==> config.mk <==
export PLATFORM = sky130hd
export DESIGN_NAME = n_countdown_timer
export DESIGN_NICKNAME = d
export VERILOG_FILES = /design/src/rtl/n_countdown_timer.sv
export SDC_FILE = /design/constraint.sdc
export NUM_CORES = 1
export LEC_CHECK = 0
export ABC_AREA = 1
export CORE_MARGIN = 5
export CORE_UTILIZATION = 45
export DETAILED_ROUTE_END_ITERATION = 12
export GPL_ROUTABILITY_DRIVEN = 0
export PLACE_DENSITY = 0.69
export SETUP_SLACK_MARGIN = 0.02
export SKIP_LAST_GASP = 1
export SYNTH_ARGS = -nofsm -noshare
export SYNTH_HDL_FRONTEND = slang
export SYNTH_SLANG_ARGS = --single-unit
==> constraint.sdc <==
create_clock -name clk -period 2.1 [get_ports clk]
set_clock_uncertainty 0.05 [all_clocks]
set_input_delay 0.315 -clock clk [delete_from_list [all_inputs] [get_ports clk]]
set_output_delay 0.315 -clock clk [all_outputs]
set_load 0.05 [all_outputs]
==> src/rtl/n_countdown_timer.sv <==
// n_countdown_timer: programmable down-counting interval timer.
// Loads a period P, counts P-1 down to 0 and pulses o_tick on each expiry,
// then either reloads from the live period (free-run) or stops (one-shot).
module n_countdown_timer #(
    parameter int unsigned WIDTH = 16
) (
    input  logic             clk,
    input  logic             rst_n,
    input  logic             start_i,
    input  logic             stop_i,
    input  logic             pause_i,
    input  logic             one_shot_i,
    input  logic [WIDTH-1:0] period_i,
    output logic [WIDTH-1:0] count_o,
    output logic             tick_o,
    output logic             busy_o,
    output logic             err_o
);

    typedef enum logic [1:0] {
        S_IDLE   = 2'd0,
        S_RUN    = 2'd1,
        S_PAUSED = 2'd2
    } state_t;

    state_t           r_state;
    logic [WIDTH-1:0] r_count;
    logic             r_tick;
    logic             r_busy;
    logic             r_err;
    logic             r_one_shot;

    state_t           w_state_nxt;
    logic [WIDTH-1:0] w_count_nxt;
    logic             w_tick_nxt;
    logic             w_err_nxt;
    logic             w_one_shot_nxt;
    logic             w_period_zero;
    logic [WIDTH-1:0] w_reload;

    assign w_period_zero = (period_i == '0);
    assign w_reload      = period_i - WIDTH'(1);

    // State, count and registered pulse outputs; busy tracks the next state
    always_ff @(posedge clk or negedge rst_n) begin
        if (!rst_n) begin
            r_state    <= S_IDLE;
            r_count    <= '0;
            r_tick     <= 1'b0;
            r_busy     <= 1'b0;
            r_err      <= 1'b0;
            r_one_shot <= 1'b0;
        end else begin
            r_state    <= w_state_nxt;
            r_count    <= w_count_nxt;
            r_tick     <= w_tick_nxt;
            r_busy     <= (w_state_nxt != S_IDLE);
            r_err      <= w_err_nxt;
            r_one_shot <= w_one_shot_nxt;
        end
    end

    // Next-state logic with priority stop > start > pause > count
    always_comb begin
        w_state_nxt    = r_state;
        w_count_nxt    = r_count;
        w_tick_nxt     = 1'b0;
        w_err_nxt      = 1'b0;
        w_one_shot_nxt = r_one_shot;

        if (stop_i) begin
            w_state_nxt = S_IDLE;
            w_count_nxt = '0;
        end else if (start_i) begin
            if (!w_period_zero) begin
                w_state_nxt    = S_RUN;
                w_count_nxt    = w_reload;
                w_one_shot_nxt = one_shot_i;
            end else begin
                // A rejected start also aborts any count in flight
                w_state_nxt = S_IDLE;
                w_count_nxt = '0;
                w_err_nxt   = 1'b1;
            end
        end else begin
            case (r_state)
                S_RUN: begin
                    if (pause_i) begin
                        w_state_nxt = S_PAUSED;
                    end else if (r_count == '0) begin
                        w_tick_nxt = 1'b1;
                        if (r_one_shot) begin
                            w_state_nxt = S_IDLE;
                            w_count_nxt = '0;
                        end else if (!w_period_zero) begin
                            w_count_nxt = w_reload;
                        end else begin
                            w_state_nxt = S_IDLE;
                            w_count_nxt = '0;
                            w_err_nxt   = 1'b1;
                        end
                    end else begin
                        w_count_nxt = r_count - WIDTH'(1);
                    end
                end
                S_PAUSED: begin
                    if (!pause_i) begin
                        w_state_nxt = S_RUN;
                    end
                end
                default: begin
                    w_state_nxt = S_IDLE;
                    w_count_nxt = '0;
                end
            endcase
        end
    end

    assign count_o = r_count;
    assign tick_o  = r_tick;
    assign busy_o  = r_busy;
    assign err_o   = r_err;

endmodule

==> flow_summary.yaml, run 1 <==
status:
  outcome: "completed"
power_and_ir_drop:
  p_sw_frac: 0.4023
  power_density_mw_per_mm2: 539.6
  power_frac_comb: 0.430
  pwr-share-clk: 0.257
  ir_drop_v: 0.0002766
  seqPwrFrac: 0.313
  switchingPower_uw: 645.2
  p_int_uw: 958.8
  leakagePower_uw: 0.001497
global_route:
  antenna_found_initial: 0
  grt_pass1_wl_um: 10630
  grt_remaining_overflow: 0
  grt_start_max_net_pins: 23
  track_usage: 0.2064
  first_global_vias: 2268
placed_design:
  portBuffers: 40
  hpwl_um: 5148
worst_setup_path:
  cp_slowest_cell: "clkdlybuf4s50_1"
  path_buf_inv: 1
  arrival_ns: 1.63
  cp-end-kind: "output port"
  path_cells: "clkdlybuf4s50_1"
  cp_data_required_time_ns: 1.74
  critPathLaunch: "count_o[5]"
  critPathTopFamily: "buffers and inverters"
  r2r-start: "count_o[0]"
  reg2reg_slack_ns: 0.21
  path_max_fanout: 6
  critical-path-max-stage-delay_ns: 0.86
  crit_type: "reg -> out"
  start_kind: "flop"
sta:
  rsz0062_at_grt: "false"
  worst_pin_slew_ns: 0.5198
  setup_viol: 0
  final.period_utilization: 0.9501
  timing.fmax_mhz: 501.2
  maxSlewHeadroom: 0.6529
  slew_viol_final: 0
  hold_violations: 0
  hold_slack_ns: 0.3441
  min_period_ns: 1.995
cells_and_area:
  area_growth_pct: 32.00
  n_antenna_cell: 0
  final_nets: 448
  n_fill_cell: 474
  utilization: 0.6212
  drive_above_1_share: 0.1647
yosys:
  netlist.area_leader.share: 0.2444
  synth_top_area_cell: "dfrtp_1"
  seq_area_frac_synth: 0.2444
  synth.most_common_cell: "nand2_1"
  syn_area_sq_mm: 0.002252
  synth.area.top_cells: "dfrtp_1 24%, nand2_1 19%, nor2_1 7.0%, nand3_1 6.7%, inv_1 6.2%"
  synth.distinct_cells: 32
  syn-mean-instance-area_sq_um: 6.309
  async_flop_share: 1.000
  synthFlopType: "dfrtp_1"
  synthTopCellsByCount: "115 x nand2_1, 42 x nor2_1, 37 x inv_1"
  synth_seq_cells: 22
  synth_cells: 357
  synth.net_count: 385
  yosysWarnings: 0
  synth_edf_count: 0
clock_tree:
  path_clk_slew_ns: 0.09
  h-tree-depth: 1
  clock_latency_ns: 0.27
  clockRootBuffer: "clkbuf_8"
  cts_setup_buffers: 0
  post_cts_resized: 0
  clockBufferDepth: 2
  cts_tree: "yes"
  postCtsHoldBufs: 0
  clock-sinks: 22
  cts_buffers: 3
floorplan:
  core_area_sq_mm: 0.004786
  io_pins: 41
  die_h_um: 80.75
  die-area_sq_mm: 0.006520
  start_util: 0.4706
  die_w_um: 80.75
  rows: 25
routing:
  drt_iter0_drc: 159
  vias: 2447
  route.antenna.remaining_nets: 0
  dr.pass1.iters: 5
  post_drt_via_cell_ratio: 5.035
  drt_wl_total_um: 6332
  wl_per_cell_um: 13.03
  drc: 0
min_path:
  holdCritPathClass: "in -> async"
run:
  max_cap_violations: 0
==> area by class of cell <==
cell class / count / area [sq um] / share of cell area
Multi-Input combinational cell: 287 / 1519 / 0.5109
Timing Repair Buffer: 62 / 580.6 / 0.1953
Sequential cell: 22 / 550.5 / 0.1852
Inverter: 44 / 167.7 / 0.05640
Tap cell: 67 / 83.83 / 0.02820
Clock buffer: 3 / 41.29 / 0.01389
Clock inverter: 1 / 30.03 / 0.01010
==> sequential cells by signal, summed over array words and instances (netlist names) <==
register,count
tick_o,1
err_o,1
busy_o,1
r_one_shot,1
r_state,2
count_o,16
==> final timing paths <==
| check | end | depth (start not counted) |
|---|---|---|
| setup / recovery | count_o[5] | 1 |
| hold / removal | r_one_shot | 2 |
| setup reg to reg | count_o[8] | 10 |
| hold reg to reg | count_o[15] | 2 |
| max in group asynchronous | count_o[14] | 2 |
| min in group clk | count_o[15] | 2 |
==> routing by layer <==
layer / GRT usage / vias up / wire (um)
li1: - / 1268 / -
met1: 0.2820 / 1096 / 2947
met2: 0.3469 / 70 / 2946
met3: 0.02328 / 13 / 338
met4: 0.05405 / 0 / 100
met5: 0 / - / 0
==> cells in the final DEF, fill, tap and decap left out, drive strengths merged, types with 4 or more instances in the layout <==
cell and n:
nand2 127, o21ai 17, a21oi 15, nand4 11
inv 43, nor2 57, nor3 10, buf 23
xor2 5, nand3 32, ha 6, dfrtp 22
xnor2 4, clkdlybuf4s50 37
==> metrics by stage <==
step | TNS [ns] | setup WS [ns] | std cells | cell area, sq um | total power [uW]
2_1_floorplan | 0 | 0.1830 | 357 | 2252 | 968.4
3_3_place_gp | -0.05835 | -0.02790 | 482 | 2888 | 1190
3_5_place_dp | -0.2875 | -0.08194 | 482 | 2888 | 1195
4_1_cts | 0 | 0.04899 | 486 | 2959 | 1608
5_1_grt | 0 | 0.02752 | 486 | 2973 | 1708
6_report | 0 | 0.1047 | 486 | 2973 | 1604
==> power by group through the flow <==
stage,logic (uW),registers (uW),clock network (uW)
floorplan,371,597,0
global placement,679,510,0
detailed placement,684,511,0
CTS,688,502,418
global route,756,509,443
finish,690,502,412
==> logic make-up (layout without fill, tap and decap cells) <==
| family | Yosys count | count (layout) | share of synthesized area |
|---|---|---|---|
| simple gates | 237 | 237 | 0.5144 |
| buf+inv | 48 | 110 | 0.08500 |
| compound gates | 35 | 35 | 0.08778 |
| flops | 22 | 22 | 0.2444 |
| xor+xnor | 9 | 9 | 0.03500 |
| fa+ha+maj | 6 | 6 | 0.03333 |
Note: power is estimated with default switching activity, not from simulation.
==> run 2, diff against run 1 <==
--- a/config.mk
+++ b/config.mk
@@ -10,6 +10,7 @@
 export CORE_UTILIZATION = 45
 export DETAILED_ROUTE_END_ITERATION = 12
 export GPL_ROUTABILITY_DRIVEN = 0
+export GPL_TIMING_DRIVEN = 0
 export PLACE_DENSITY = 0.69
 export SETUP_SLACK_MARGIN = 0.02
 export SKIP_LAST_GASP = 1
==> run 2 against run 1 <==
Combinational power decreased by 3.0%; utilization down 3.7 points; routed wire length shrank 2.8%; first-iteration DRC count fell by 10%; power shrank 7.1%; hold slack improved by 0.036 ns; maximum frequency fell by 1.8%; sequential cell count unchanged; final cell count down 3.9%; critical path type unchanged; largest cell class unchanged; largest power group unchanged; highest routed layer unchanged.
==> flow_summary.yaml, run 2 (synthesized netlist as in run 1, its figures left out) <==
status:
  outcome: "completed"
clock_tree:
  clockRootBuffer: "clkbuf_8"
  cts_setup_buffers: 0
  clockBufferDepth: 2
  cts_buffers: 3
  clock_latency_ns: 0.27
  h-tree-depth: 1
  clock-sinks: 22
  post_cts_resized: 0
  path_clk_slew_ns: 0.09
  postCtsHoldBufs: 0
  cts_tree: "yes"
sta:
  min_period_ns: 2.031
  setup_tns_ns: 0
  hold_violations: 0
  maxSlewHeadroom: 0.2614
  setup_viol: 0
  worst_pin_slew_ns: 1.104
  timing.fmax_mhz: 492.3
  rsz0062_at_grt: "false"
  final.period_utilization: 0.9673
  hold_slack_ns: 0.3802
  slew_viol_final: 0
routing:
  drt_iter0_drc: 143
  route.antenna.remaining_nets: 0
  wl_per_cell_um: 13.18
  wl_met3_um: 407
  routed.top_layer: "met4"
  post_drt_via_cell_ratio: 5.075
  vias: 2370
  routedLengthMet1_um: 2843
  drc: 0
  wl_met2_um: 2822
  dr.pass1.iters: 4
  drt_wl_total_um: 6153
placed_design:
  hpwl_um: 4882
  dp.cells: 463
  portBuffers: 39
power_and_ir_drop:
  leakagePower_uw: 0.001358
  ir_drop_v: 0.0002659
  power_density_mw_per_mm2: 533.2
worst_setup_path:
  arrival_ns: 1.67
  critical-path-max-stage-delay_ns: 0.87
  cp_data_required_time_ns: 1.74
  critPathTopFamily: "buffers and inverters"
  path_max_fanout: 7
  cp-end-kind: "output port"
  crit_type: "reg -> out"
  start_kind: "flop"
  cp_slowest_cell: "clkdlybuf4s50_1"
  path_buf_inv: 1
  path_cells: "clkdlybuf4s50_1"
global_route:
  track_usage: 0.2014
  grt_pass1_wl_um: 10340
  grt_remaining_overflow: 0
  antenna_found_initial: 0
  grt_start_max_net_pins: 23
  first_global_vias: 2216
cells_and_area:
  regArea_sq_um: 550.5
  mostFrequentLayoutCell: "nand2_1"
  n_fill_cell: 471
  final_cell_mix: "113 x nand2_1, 41 x nor2_1, 39 x clkdlybuf4s50_1"
  largest_reg_flops: 16
  n_antenna_cell: 0
  drive_above_1_share: 0.1325
  final_nets: 429
  layout.cells.non_filler: 467
  utilization: 0.5841
  multi_input_area_sq_mm: 0.001523
  area_growth_pct: 24.11
min_path:
  holdCritPathClass: "in -> reg"
floorplan:
  die_w_um: 80.75
  io_pins: 41
  core_area_sq_mm: 0.004786
  rows: 25
  start_util: 0.4706
  die-area_sq_mm: 0.006520
  die_h_um: 80.75
run:
  max_cap_violations: 0
-- run 2: final cells by class --
cell class | instances | area share
inverter | 44 | 0.05998
multi-input combinational | 287 | 0.5448
tap | 67 | 0.02999
timing repair buffer | 39 | 0.1397
clock buffer | 4 | 0.01970
sequential | 22 | 0.1970
buffer | 4 | 0.008953
-- run 2: through the flow --
stage               worst slack, ns  area (sq um)  total power, uW
global route               0.006142          2795             1583
floorplan                    0.1830          2252            968.4
finish                      0.06858          2795             1490
global placement            -0.2310          2726             1167
detailed placement          -0.2279          2726             1170
CTS                         0.04876          2781             1490
-- run 2: path summary, 6_finish.rpt --
check                            start          end  slack [ns]  cells past startpoint
setup / recovery            count_o[7]   count_o[7]        0.07                      1
hold / removal                 start_i       tick_o        0.38                      4
setup reg to reg            count_o[0]  count_o[14]        0.21                     10
hold reg to reg            count_o[15]  count_o[15]        0.49                      2
max in group asynchronous        rst_n   count_o[5]        0.75                      1
min in group asynchronous        rst_n  count_o[10]        0.58                      1
-- run 2: routing by layer --
layer	global-route usage	up-vias
met5	0	-
met4	0.05574	0
met3	0.02217	8
met2	0.3237	79
met1	0.2865	1055
li1	-	1228
-- run 2: tightest hold or removal path, delay by kind of cell --
| family | cells | cell delay, ns |
|---|---|---|
| buf+inv | 1 | 0.17 |
| simple gates | 3 | 0.17 |
-- run 2: power by group --
group          total [uW]  internal (uW)  switching [uW]
logic                 669            234             436
clock network         318            167             151
registers             503            454            49.5
==> run 3, diff against run 2 <==
--- a/config.mk
+++ b/config.mk
@@ -6,6 +6,7 @@
 export NUM_CORES = 1
 export LEC_CHECK = 0
 export ABC_AREA = 1
+export CORE_ASPECT_RATIO = 1.25
 export CORE_MARGIN = 5
 export CORE_UTILIZATION = 45
 export DETAILED_ROUTE_END_ITERATION = 12
==> run 3 against run 2 <==
Register-to-register slack worse by 0.05 ns; design area did not move; clock power increased by 29%; non-clock buffer count is 1 lower; first-iteration DRC count grew 10%; sequential share of layout area stayed put; global-route usage shrank 0.098 points; maximum frequency fell by 0.30%; critical path type unchanged; largest cell class unchanged.
==> flow_summary.yaml, run 3 (synthesized netlist as in run 1, its figures left out) <==
cells_and_area:
  mostFrequentLayoutCell: "nand2_1"
  final_nets: 428
  largest_reg_flops: 16
  area_growth_pct: 24.11
  drive_above_1_share: 0.1303
  n_fill_cell: 480
  regArea_sq_um: 550.5
  multi_input_area_sq_mm: 0.001518
  layout.cells.non_filler: 459
  final_cell_mix: "113 x nand2_1, 41 x nor2_1, 39 x clkdlybuf4s50_1"
  n_antenna_cell: 0
worst_setup_path:
  path_buf_inv: 1
  critPathTopFamily: "buffers and inverters"
  critical_path_depth: 1
  cp-end-kind: "output port"
  path_max_fanout: 7
  r2r-start: "r_state[1]"
  critPathLaunch: "count_o[7]"
  arrival_ns: 1.67
  start_kind: "flop"
  path_cells: "clkdlybuf4s50_1"
  crit_type: "reg -> out"
  cp_slowest_cell: "clkdlybuf4s50_1"
  reg2reg_depth: 11
  critical-path-max-stage-delay_ns: 0.87
  cp_data_required_time_ns: 1.74
clock_tree:
  cts_buffers: 3
  clockBufferDepth: 2
  cts_tree: "yes"
  clock-sinks: 22
  clock_latency_ns: 0.27
  path_clk_slew_ns: 0.09
  clockRootBuffer: "clkbuf_8"
  h-tree-depth: 1
  cts_setup_buffers: 0
global_route:
  antenna_found_initial: 0
  first_global_vias: 2281
  track_usage: 0.2004
  grt_start_max_net_pins: 23
  grt_remaining_overflow: 0
  grt_pass1_wl_um: 10230
status:
  outcome: "completed"
routing:
  drt_wl_total_um: 6136
  drc: 0
  vias: 2384
  dr.pass1.iters: 4
  route.antenna.remaining_nets: 0
  drt_iter0_drc: 158
  wl_per_cell_um: 13.37
  post_drt_via_cell_ratio: 5.194
power_and_ir_drop:
  ir_drop_v: 0.0003894
  p_sw_frac: 0.4031
  seqPwrFrac: 0.318
  leakagePower_uw: 0.001361
  switchingPower_uw: 636.2
  power_frac_comb: 0.422
  p_int_uw: 942.1
  pwr-share-clk: 0.259
  power_density_mw_per_mm2: 564.7
min_path:
  min_path_cells: 4
  holdCritPathClass: "in -> reg"
  min_from: "start_i"
floorplan:
  die-area_sq_mm: 0.006528
  core_area_sq_mm: 0.004800
  io_pins: 41
  start_util: 0.4692
  die_h_um: 89.10
  rows: 28
  die_w_um: 73.28
sta:
  rsz0062_at_grt: "true"
  setup_viol: 0
  maxSlewHeadroom: 0.2761
  worst_pin_slew_ns: 1.082
  hold_slack_ns: 0.3853
  slew_viol_final: 0
  hold_violations: 0
  min_period_ns: 2.038
  final.period_utilization: 0.9703
  timing.fmax_mhz: 490.8
run:
  max_cap_violations: 0
placed_design:
  dp.cells: 456
  portBuffers: 39
  hpwl_um: 4866
-- run 3: changes by cell type in the layout (fill, tap and decap cells not counted) --
cell,before,now
inv_2,6,5
nor2_2,7,8
inv_4,1,2
bufinv_16,0,1
clkbuf_8,4,3
nor2_4,8,7
clkbuf_2,1,0
-- run 3: per-layer routing --
| layer | vias to the layer above | routed length [um] | track usage |
|---|---|---|---|
| li1 | 1224 | - | - |
| met1 | 1068 | 2607 | 0.2519 |
| met2 | 82 | 3061 | 0.3564 |
| met3 | 10 | 373 | 0.01912 |
| met4 | 0 | 93 | 0.06544 |
| met5 | - | 0 | 0 |
-- run 3: worst paths after layout --
kind | endpoint | slack [ns]
hold / removal | tick_o | 0.39
setup / recovery | count_o[7] | 0.06
setup reg to reg | count_o[3] | 0.16
hold reg to reg | count_o[15] | 0.49
min in group asynchronous | count_o[10] | 0.57
max in group asynchronous | count_o[3] | 0.77
-- run 3: cell type report --
cell class	instances	share of cell area
multi-input cells	287	0.5430
flip-flops and latches	22	0.1970
repair buffers	39	0.1397
inverters	44	0.06088
well taps	60	0.02686
clock buffers	3	0.01477
clock inverters	1	0.01074
plain buffers	3	0.007162
-- run 3: timing repair --
action,CTS,global route
hold buffers,0,0
setup endpoints to repair,2,14
gates resized for setup,1,4
-- run 3: power groups by stage --
stage / Clock [uW] / Combinational [uW] / Sequential, uW
final: 409 / 667 / 503
after CTS: 424 / 667 / 503
after floorplan: 0 / 371 / 597
after global routing: 434 / 733 / 508
after detailed placement: 0 / 661 / 511
after global placement: 0 / 656 / 510
-- run 3: through the flow --
step / total power (uW) / utilization / setup slack [ns] / cell area, sq um / setup TNS, ns
after floorplan: 968.4 / - / 0.1830 / 2252 / 0
after global placement: 1166 / 0.5662 / -0.1871 / 2718 / -1.834
after detailed placement: 1172 / 0.5662 / -0.1982 / 2718 / -1.974
after CTS: 1593 / 0.5816 / 0.06133 / 2791 / 0
after global routing: 1676 / 0.5824 / 0.009738 / 2795 / 0
final: 1578 / 0.5824 / 0.06245 / 2795 / 0
-- run 3: worst register-to-register path, stage by stage, from the launching register on --
cell	delay, ns
dfrtp_1	0.37
inv_1	0.05
ha_1	0.25
nand2_1	0.11
nand2_1	0.07
nand2_2	0.17
nand2_2	0.15
inv_4	0.15
nand2_1	0.12
a21oi_1	0.25
nand2_1	0.09
nand2_1	0.06
